### config.mk
export PLATFORM = sky130hd
export DESIGN_NAME = gpio_input_conditioner
export DESIGN_NICKNAME = d
export VERILOG_FILES = /design/src/rtl/gpio_cond_pkg.sv /design/src/rtl/gpio_input_conditioner_debounce.sv /design/src/rtl/gpio_input_conditioner.sv
export SDC_FILE = /design/constraint.sdc
export NUM_CORES = 1
export LEC_CHECK = 0
export CAP_MARGIN = 20
export CORE_MARGIN = 5
export CORE_UTILIZATION = 45
export CTS_CLUSTER_DIAMETER = 60
export DETAILED_ROUTE_END_ITERATION = 10
export DONT_BUFFER_PORTS = 1
export SLEW_MARGIN = 20
export SYNTH_ARGS = -nofsm -noshare
export SYNTH_HDL_FRONTEND = slang
export SYNTH_SLANG_ARGS = --single-unit
### constraint.sdc
create_clock -name clk -period 2.65 [get_ports clk]
set_input_delay 0.795 -clock clk [delete_from_list [all_inputs] [get_ports clk]]
set_output_delay 0.795 -clock clk [all_outputs]
set_load 0.01 [all_outputs]
### src/rtl/gpio_cond_pkg.sv
// Shared types, limits and sizing helper for the GPIO input conditioner.
package gpio_cond_pkg;

  // Per-channel event mode, encoded as {fall_enable, rise_enable}.
  typedef enum logic [1:0] {
    EDGE_NONE = 2'b00,
    EDGE_RISE = 2'b01,
    EDGE_FALL = 2'b10,
    EDGE_BOTH = 2'b11
  } edge_mode_t;

  localparam int MAX_CH = 32;

  // Counter width able to hold 0..cycles.
  function automatic int cnt_width(input int cycles);
    return $clog2(cycles + 1);
  endfunction

endpackage

### src/rtl/gpio_input_conditioner_debounce.sv
// One GPIO channel: 2-flop synchroniser, stability counter, debounced
// level and single-cycle rise/fall pulses registered with the level update.
module debounce_channel
  import gpio_cond_pkg::*;
#(
  parameter int DEBOUNCE_CYCLES = 100000
) (
  input  logic clk,
  input  logic reset,
  input  logic din,
  output logic level_o,
  output logic rise_o,
  output logic fall_o
);

  localparam int CW = cnt_width(DEBOUNCE_CYCLES);
  localparam logic [CW-1:0] CNT_LAST = CW'(DEBOUNCE_CYCLES - 1);

  logic          s1_q, s1_d;
  logic          s2_q, s2_d;
  logic [CW-1:0] cnt_q, cnt_d;
  logic          level_q, level_d;
  logic          rise_q, rise_d;
  logic          fall_q, fall_d;

  // Next-state: a new level is accepted only after DEBOUNCE_CYCLES
  // consecutive synchronised samples disagree with the current level.
  always_comb begin
    s1_d    = din;
    s2_d    = s1_q;
    cnt_d   = cnt_q;
    level_d = level_q;
    rise_d  = 1'b0;
    fall_d  = 1'b0;
    if (s2_q == level_q) begin
      cnt_d = '0;
    end else if (cnt_q == CNT_LAST) begin
      level_d = s2_q;
      cnt_d   = '0;
      rise_d  = s2_q;
      fall_d  = ~s2_q;
    end else begin
      cnt_d = cnt_q + CW'(1);
    end
  end

  // State registers; reset discards any count in progress.
  always_ff @(posedge clk) begin
    if (reset) begin
      s1_q    <= 1'b0;
      s2_q    <= 1'b0;
      cnt_q   <= '0;
      level_q <= 1'b0;
      rise_q  <= 1'b0;
      fall_q  <= 1'b0;
    end else begin
      s1_q    <= s1_d;
      s2_q    <= s2_d;
      cnt_q   <= cnt_d;
      level_q <= level_d;
      rise_q  <= rise_d;
      fall_q  <= fall_d;
    end
  end

  assign level_o = level_q;
  assign rise_o  = rise_q;
  assign fall_o  = fall_q;

endmodule

### src/rtl/gpio_input_conditioner.sv
// GPIO input conditioner: per-channel debounce/edge detect, sticky pending
// flags with software clear, and a registered level interrupt request.
module gpio_input_conditioner
  import gpio_cond_pkg::*;
#(
  parameter int NUM_CH          = 8,
  parameter int DEBOUNCE_CYCLES = 100000
) (
  input  logic                  clk,
  input  logic                  reset,
  input  logic [NUM_CH-1:0]     gpio_in,
  input  logic [2*NUM_CH-1:0]   edge_sel,
  input  logic [NUM_CH-1:0]     irq_en,
  input  logic                  clr_valid,
  input  logic [NUM_CH-1:0]     clr_mask,
  output logic [NUM_CH-1:0]     level_out,
  output logic [NUM_CH-1:0]     rise_pulse,
  output logic [NUM_CH-1:0]     fall_pulse,
  output logic [NUM_CH-1:0]     pending,
  output logic                  irq
);

  logic [NUM_CH-1:0] event_vec;
  logic [NUM_CH-1:0] clr_bits;
  logic [NUM_CH-1:0] pending_q, pending_d;
  logic              irq_q, irq_d;

  for (genvar gi = 0; gi < NUM_CH; gi++) begin : g_ch
    edge_mode_t mode;

    debounce_channel #(
      .DEBOUNCE_CYCLES(DEBOUNCE_CYCLES)
    ) u_debounce (
      .clk     (clk),
      .reset   (reset),
      .din     (gpio_in[gi]),
      .level_o (level_out[gi]),
      .rise_o  (rise_pulse[gi]),
      .fall_o  (fall_pulse[gi])
    );

    // Event qualification from the registered pulses and the current mode.
    assign mode = edge_mode_t'(edge_sel[2*gi +: 2]);
    assign event_vec[gi] =
        (rise_pulse[gi] && (mode == EDGE_RISE || mode == EDGE_BOTH)) ||
        (fall_pulse[gi] && (mode == EDGE_FALL || mode == EDGE_BOTH));
  end

  // Pending update: clear first, then OR in new events so a colliding
  // event is never lost; irq summarises the previous pending state.
  always_comb begin
    clr_bits  = clr_valid ? clr_mask : '0;
    pending_d = (pending_q & ~clr_bits) | event_vec;
    irq_d     = |(pending_q & irq_en);
  end

  // Pending and irq registers.
  always_ff @(posedge clk) begin
    if (reset) begin
      pending_q <= '0;
      irq_q     <= 1'b0;
    end else begin
      pending_q <= pending_d;
      irq_q     <= irq_d;
    end
  end

  assign pending = pending_q;
  assign irq     = irq_q;

endmodule
==> results of run 1 <==
==> kinds of logic after synthesis <==
group | share of synthesized area
adder cells (fa/ha/maj) | 0.0127
AND/OR/NAND/NOR | 0.297
flip-flops | 0.470
multiplexers | 0.00651
XOR/XNOR | 0.129
AO/OA/AOI/OAI | 0.0394
buffers and inverters | 0.0456
==> how the worst max path moves through the flow <==
stage	endpoint	cells after the start
global route	g_ch[2].u_debounce.rise_o	5
detailed placement	g_ch[4].u_debounce.cnt_q[10]	5
global placement	g_ch[7].u_debounce.cnt_q[16]	5
finish	g_ch[4].u_debounce.cnt_q[8]	5
floorplan	g_ch[2].u_debounce.cnt_q[10]	6
CTS	g_ch[5].u_debounce.cnt_q[12]	5
==> metrics by stage <==
stage | power, W | worst slack (ps) | hold slack [ps]
after detailed placement | 0.00292 | 721 | 432
after CTS | 0.00535 | 716 | 412
after floorplan | 0.00291 | 735 | 414
after global placement | 0.00292 | 767 | 415
after global routing | 0.00549 | 525 | 406
final | 0.00527 | 706 | 430
==> cells in the final DEF, fill, tap and decap left out, drive strengths merged, types with 7 or more instances in the layout <==
master / instances
dfxtp: 185
nor2: 148
xnor2: 80
nand3: 59
nor4: 44
nand4: 43
nand2: 41
xor2: 36
inv: 29
nor3: 27
clkbuf: 19
nor2b: 16
a21oi: 15
o21ai: 15
or3: 14
and3: 13
and4: 9
nor4bb: 8
nand2b: 8
a222oi: 8
ha: 8
nor4b: 7
or4: 7
==> power groups by stage <==
stage	combinational [W]	sequential [W]	clock (W)
2_1_floorplan	0.0000465	0.00287	0
3_3_place_gp	0.0000475	0.00287	0
3_5_place_dp	0.0000469	0.00287	0
4_1_cts	0.0000472	0.00281	0.00250
5_1_grt	0.0000536	0.00281	0.00263
6_report	0.0000461	0.00281	0.00242
==> routing by layer <==
layer / vias up / GRT usage
li1: 3043 / -
met1: 2645 / 0.228
met2: 101 / 0.239
met3: 12 / 0.0470
met4: 2 / 0.0500
met5: - / 0
==> final cells by class <==
class	instances	area, sq um
fill	1616	8740
multi-input combinational	627	3820
sequential	185	3700
clock buffer	19	443
tap	225	282
clock inverter	13	121
inverter	26	97.6
timing repair buffer	5	37.5
==> flip-flops by register name (all words and copies together) (netlist names) <==
name                     flops
g_ch.u_debounce.cnt_q      136
g_ch.u_debounce.fall_o       8
g_ch.u_debounce.level_o      8
g_ch.u_debounce.rise_o       8
g_ch.u_debounce.s1_q         8
g_ch.u_debounce.s2_q         8
irq                          1
pending                      8
==> summary.md, run 1 <==
* **Worst Clk Skew** 14.0 ps
* **critical path launch point** g_ch[4].u_debounce.cnt_q[0]
* **top flip-flop cell by instance count after synthesis** sky130_fd_sc_hd__dfxtp_1
* **IO Port Bufs** 0
* **cell family contributing the most delay on the critical path** simple AND/OR/NAND/NOR gates
* **total global routing track utilization** 0.161
* **sum of net half-perimeters after detailed placement** 11200 um
* **area post-placement** 0.00794 sq mm
* **unrepaired setup endpoints after global routing** no
* **Ports** 76
* **buffers and inverters on the worst path** 0
* **post-detailed-route wirelength per cell** 14.4 um
* **routability-driven placement congestion ratio** 0.838
* **relative contribution of combinational cells to total power** 0.009
* **number of distinct library cells after synthesis** 42
* **hold buffer count at cts** 0
* **signed area change from the synthesized netlist to the final layout** 7.89%
* **Psw** 0.00113 W
* **share of the synthesized area in the top cell type** 0.470
* **portion of total power attributed to the clock network** 0.459
* **number of setup violations in the final report** 0
* **CTS tree** built
* **Syn Nets** 933
* **DRC marker count from the first detailed-route iteration** 366
* **setup slack on the worst flop-to-flop path** 710 ps
* **detailed route wirelength on metal2** 6750 um
* **overall overflow remaining after global route** 0
* **total wire length** 15800 um
* **largest fanout of any net on the critical path** 15
* **proportion of synthesized flip-flops having asynchronous set or reset** 0
* **Detail Route Antenna Nets** 0
* **core box area** 0.0172 sq mm
* **cells taking the most area after synthesis** sky130_fd_sc_hd__dfxtp_1, sky130_fd_sc_hd__xnor2_1, sky130_fd_sc_hd__nor2_1
* **Setup Fix Bufs, Post-CTS** 0
* **floorplan die area** 0.0203 sq mm
* **status** complete, no violations
* **critical setup path kind** reg2reg
* **post-detailed-route DRC marker count** 0
* **maximum capacitance violations** 0
* **highest clock rate** 0.514 GHz
* **via total after detailed routing** 5803
* **final standard cell area without fillers** 0.00850 sq mm
* **number of max-slew violations in the final report** 0
* **Min-Delay Path Class** in2reg
* **count of placed standard cells including taps** 1068
* **start of the worst register-to-register path** g_ch[4].u_debounce.cnt_q[0]
* **count of cells along the worst hold path** 1
* **Fin. Hold Viols** 0
* **Setup TNS Final** 0 ps
* **number of detailed-routing iterations run before antenna repair** 5
* **mean area per synthesized cell** 8.93 sq um
* **amount of wire on met3 after detailed routing** 896 um
* **period utilisation layout** 0.734
* **share of layout cells above drive strength 1** 0.0480
* **Post-Syn Area** 0.00788 sq mm
* **leakage power figure** 2.51 nW
* **slowest CP cell** sky130_fd_sc_hd__or3_4
* **reg2reg end** g_ch[4].u_debounce.cnt_q[8]
* **Post-Layout Cell Count** 1100
* **cell at the root of the clock tree** sky130_fd_sc_hd__clkbuf_16
* **cell type with the highest aggregate area in the netlist** sky130_fd_sc_hd__dfxtp_1
* **largest incremental delay on the critical path** 440 ps
* **kind of start point of the critical path** flop
* **capture endpoint of the worst hold path** pending[3]
* **sequential area share after synthesis** 0.470
* **clock-pin slew on the worst setup and hold paths** 70 ps
* **final-stage net count** 913
* **worst skew pair latency** 430 ps
* **vias in the first global route** 5381
* **average via count per standard cell** 5.28
* **worst path arrival time** 2250 ps
* **TritonCTS Buffers** 17
* **number of buffers on the longest clock path** 2
* **start point of the worst min-delay path** reset
* **number of standard-cell rows in the floorplan** 48
* **YS warnings** 0
* **largest vdd supply drop** 0.000494 V
* **DR top layer** met5
* **Initial Utilization** 0.457
* **number of clock sinks** 185
* **# resized after CTS** 0
* **category of the worst setup path capture point** flop
* **sequential share of power** 0.533
* **chain of cells forming the critical path** ha_1 > nand3_1 > or3_4 > o21bai_4 > nor2_1
* **number of flops mapped to enable cells by yosys** 0
* **max-slew headroom at the worst pin** 0.615
* **first-pass GRT wire length** 26300 um
* **crit path time final** 1940 ps
* **die outline width** 142 um
* **number of antenna diodes** 0
* **antenna violations before repair** 1
* **list of most frequent post-synthesis cells** sky130_fd_sc_hd__dfxtp_1, sky130_fd_sc_hd__nor2_1, sky130_fd_sc_hd__xnor2_1, sky130_fd_sc_hd__nand3_1, sky130_fd_sc_hd__nor4_1
* **die height** 142 um
* **Internal Dissipation** 0.00414 W
* **most frequent cell after synthesis** sky130_fd_sc_hd__dfxtp_1
* **register bit total from synthesis** 185
* **number of levels in the clock H-tree** 4
* **required time of the worst setup path** 2960 ps
* **Sw Ratio** 0.214
* **met1 wire length** 8020 um
* **transition time at the pin with the least slew margin** 577 ps
* **P per Cell Area** 620 mW/mm^2
* **Syn Inst Count** 882
* **largest net degree at the start of global routing** 51
* **cell depth of the worst flop-to-flop path** 5
* **end-of-flow core utilization** 0.493
No activity file was read; power rests on OpenSTA's default activity.
==> run 2, diff against run 1 <==
==> constraint.sdc (replaced) <==
create_clock -name clk -period 1.7 [get_ports clk]
set_input_delay 0.51 -clock clk [delete_from_list [all_inputs] [get_ports clk]]
set_output_delay 0.51 -clock clk [all_outputs]
set_load 0.01 [all_outputs]
==> run 2 against run 1 <==
The run now ends with setup timing left; setup slack worse by 730 ps; total power is 59% higher; sequential cell count stayed put; critical path type unchanged; largest cell class unchanged.
==> summary.md, run 2 (synthesized netlist as in run 1, its figures left out) <==
* **status** complete, but fails checks
* **failing checks** setup timing
* **share of layout cells above drive strength 1** 0.151, +0.103
* **reg2reg end** g_ch[4].u_debounce.level_o
* **die height** 142 um, unchanged
* **portion of total power attributed to the clock network** 0.467, +0.008
* **buffers and inverters on the worst path** 0, unchanged
* **transition time at the pin with the least slew margin** 598 ps, +20.7 ps
* **post-detailed-route wirelength per cell** 13.8 um, -4.3%
* **routability-driven placement congestion ratio** 0.820, -2.2%
* **Ports** 76, unchanged
* **sequential share of power** 0.521, -0.012
* **largest incremental delay on the critical path** 500 ps, +60 ps
* **post-detailed-route DRC marker count** 0, unchanged
* **Sw Ratio** 0.203, -0.0110
* **chain of cells forming the critical path** or4b_1 > or3_4 > or3_4 > a21oi_2
* **Post-Layout Cell Count** 1165, +5.9%
* **placement-stage worst setup slack** -8.45 ps, -729 ps
* **cell at the root of the clock tree** sky130_fd_sc_hd__clkbuf_16
* **DRC marker count from the first detailed-route iteration** 310, -15%
* **critical path launch point** g_ch[4].u_debounce.cnt_q[14]
* **Internal Dissipation** 0.00668 W, +61%
* **period utilisation layout** 1.02, +0.283
* **Psw** 0.00170 W, +51%
* **category of the worst setup path capture point** flop
* **critical setup path kind** reg2reg
* **maximum capacitance violations** 0, unchanged
* **number of buffers on the longest clock path** 2, unchanged
* **flip-flop count of the largest register, all copies and words added** 136, unchanged
* **Worst Clk Skew** 8.00 ps, -6.02 ps
* **largest net degree at the start of global routing** 51, unchanged
* **P per Cell Area** 908 mW/mm^2, +47%
* **sum of net half-perimeters after detailed placement** 11300 um, +1.2%
* **Initial Utilization** 0.457, unchanged
* **count of placed standard cells including taps** 1129, +5.7%
* **number of detailed-routing iterations run before antenna repair** 5, unchanged
* **Crit path depth** 4, -1
* **end point of the critical path** g_ch[4].u_debounce.level_o
* **Min-Delay Path Class** in2reg
* **cell family contributing the most delay on the critical path** simple AND/OR/NAND/NOR gates
* **leading cell type in the layout, fill and taps excluded** sky130_fd_sc_hd__dfxtp_1
* **max-slew headroom at the worst pin** 0.601, -0.0138
* **Detail Route Antenna Nets** 0, unchanged
* **signed area change from the synthesized netlist to the final layout** 17.2%
* **die outline width** 142 um, unchanged
* **number of levels in the clock H-tree** 4, unchanged
* **start of the worst register-to-register path** g_ch[4].u_debounce.cnt_q[14]
* **largest fanout of any net on the critical path** 3, -12
* **worst skew pair latency** 430 ps, about the same
* **number of standard-cell rows in the floorplan** 48, unchanged
* **number of setup violations in the final report** 1, +1
* **slowest CP cell** sky130_fd_sc_hd__or4b_1
* **highest clock rate** 0.579 GHz, +12%
* **floorplan die area** 0.0203 sq mm, unchanged
* **CTS tree** built
* **largest vdd supply drop** 0.000744 V, +51%
* **total global routing track utilization** 0.164, +0.00307
* **final hold slack** 145 ps, -285 ps
* **unrepaired setup endpoints after global routing** yes
* **overall overflow remaining after global route** 0, unchanged
* **TritonCTS Buffers** 17, unchanged
* **number of antenna diodes** 0, unchanged
* **number of max-slew violations in the final report** 0, unchanged
* **IO Port Bufs** 0, unchanged
* **leakage power figure** 2.91 nW, +16%
* **clock-pin slew on the worst setup and hold paths** 70 ps, about the same
* **antenna violations before repair** 0, -1
* **cell depth of the worst flop-to-flop path** 4, -1
* **final-stage net count** 979, +7.2%
* **Top reg by flops** g_ch.u_debounce.cnt_q
* **first-pass GRT wire length** 27300 um, +4.1%
* **total wire length** 16100 um, +1.4%
* **power consumption** 0.00839 W, +59%
* **core box area** 0.0172 sq mm, unchanged
* **Most Frequent Cell on Critical Path** sky130_fd_sc_hd__or3_4
* **Worst Slack Setup Final** -28.4 ps, -734 ps
* **commonest cells after routing, fill and taps aside** sky130_fd_sc_hd__dfxtp_1, sky130_fd_sc_hd__nor2_1, sky130_fd_sc_hd__xnor2_1
* **number of clock sinks** 185, unchanged
* **crit path time final** 1730 ps, -216 ps
* **hold buffer count at cts** 0, unchanged
* **vias in the first global route** 5817, +8.1%
* **setup slack on the worst flop-to-flop path** -30 ps, -730 ps
* **Setup TNS Final** -28.4 ps, -28.4 ps
* **worst path arrival time** 2090 ps, -160 ps
* **required time of the worst setup path** 2060 ps, -900 ps
* **average via count per standard cell** 5.23, -0.78%
* **Fin. Hold Viols** 0, unchanged
* **kind of start point of the critical path** flop
* **relative contribution of combinational cells to total power** 0.012, +0.003
* **via total after detailed routing** 6098, +5.1%
run 2: power by group through the flow:
stage / Sequential [W] / Clock, W / Combinational (W)
after global placement: 0.00447 / 0 / 0.0000987
after floorplan: 0.00447 / 0 / 0.0000737
after global routing: 0.00437 / 0.00421 / 0.000112
final: 0.00437 / 0.00391 / 0.000100
after detailed placement: 0.00447 / 0 / 0.0000984
after CTS: 0.00437 / 0.00401 / 0.0000992
run 2: repair_timing:
action | 4_1_cts | 5_1_grt
gates resized for setup | 0 | 33
pin swaps | 0 | 9
setup buffers | 0 | 5
endpoints found under the hold margin | 0 | 0
endpoints found under the setup margin | 1 | 84
run 2: worst min path at each step:
stage | end | slack [ps] | cells past startpoint | startpoint
floorplan | g_ch[0].u_debounce.s2_q | 410 | 1 | g_ch[0].u_debounce.s1_q
global placement | g_ch[1].u_debounce.s2_q | 420 | 1 | g_ch[1].u_debounce.s1_q
detailed placement | g_ch[6].u_debounce.s2_q | 430 | 1 | g_ch[6].u_debounce.s1_q
CTS | g_ch[3].u_debounce.level_o | 130 | 1 | reset
global route | g_ch[3].u_debounce.level_o | 120 | 1 | reset
finish | pending[5] | 150 | 1 | reset
run 2: cell type report:
class                   count  area, sq um
inverters                  26         97.6
clock inverters            10          119
fillers                  1584         8000
clock buffers              21          470
well taps                 225          282
repair buffers             71          583
multi-input cells         627         3970
flip-flops and latches    185         3710
run 2: layer usage:
layer / vias up / wire length (um) / track usage / share of wire
li1: 3157 / - / - / -
met1: 2822 / 8140 / 0.227 / 0.51
met2: 98 / 6890 / 0.251 / 0.43
met3: 21 / 689 / 0.0366 / 0.043
met4: 0 / 339 / 0.0650 / 0.021
met5: - / 0 / 0 / 0
run 2: per-stage QoR:
stage | area [sq um] | utilization
2_1_floorplan | 7920 | -
3_3_place_gp | 8470 | 0.492
4_1_cts | 9060 | 0.526
5_1_grt | 9230 | 0.536
3_5_place_dp | 8470 | 0.492
6_report | 9230 | 0.536
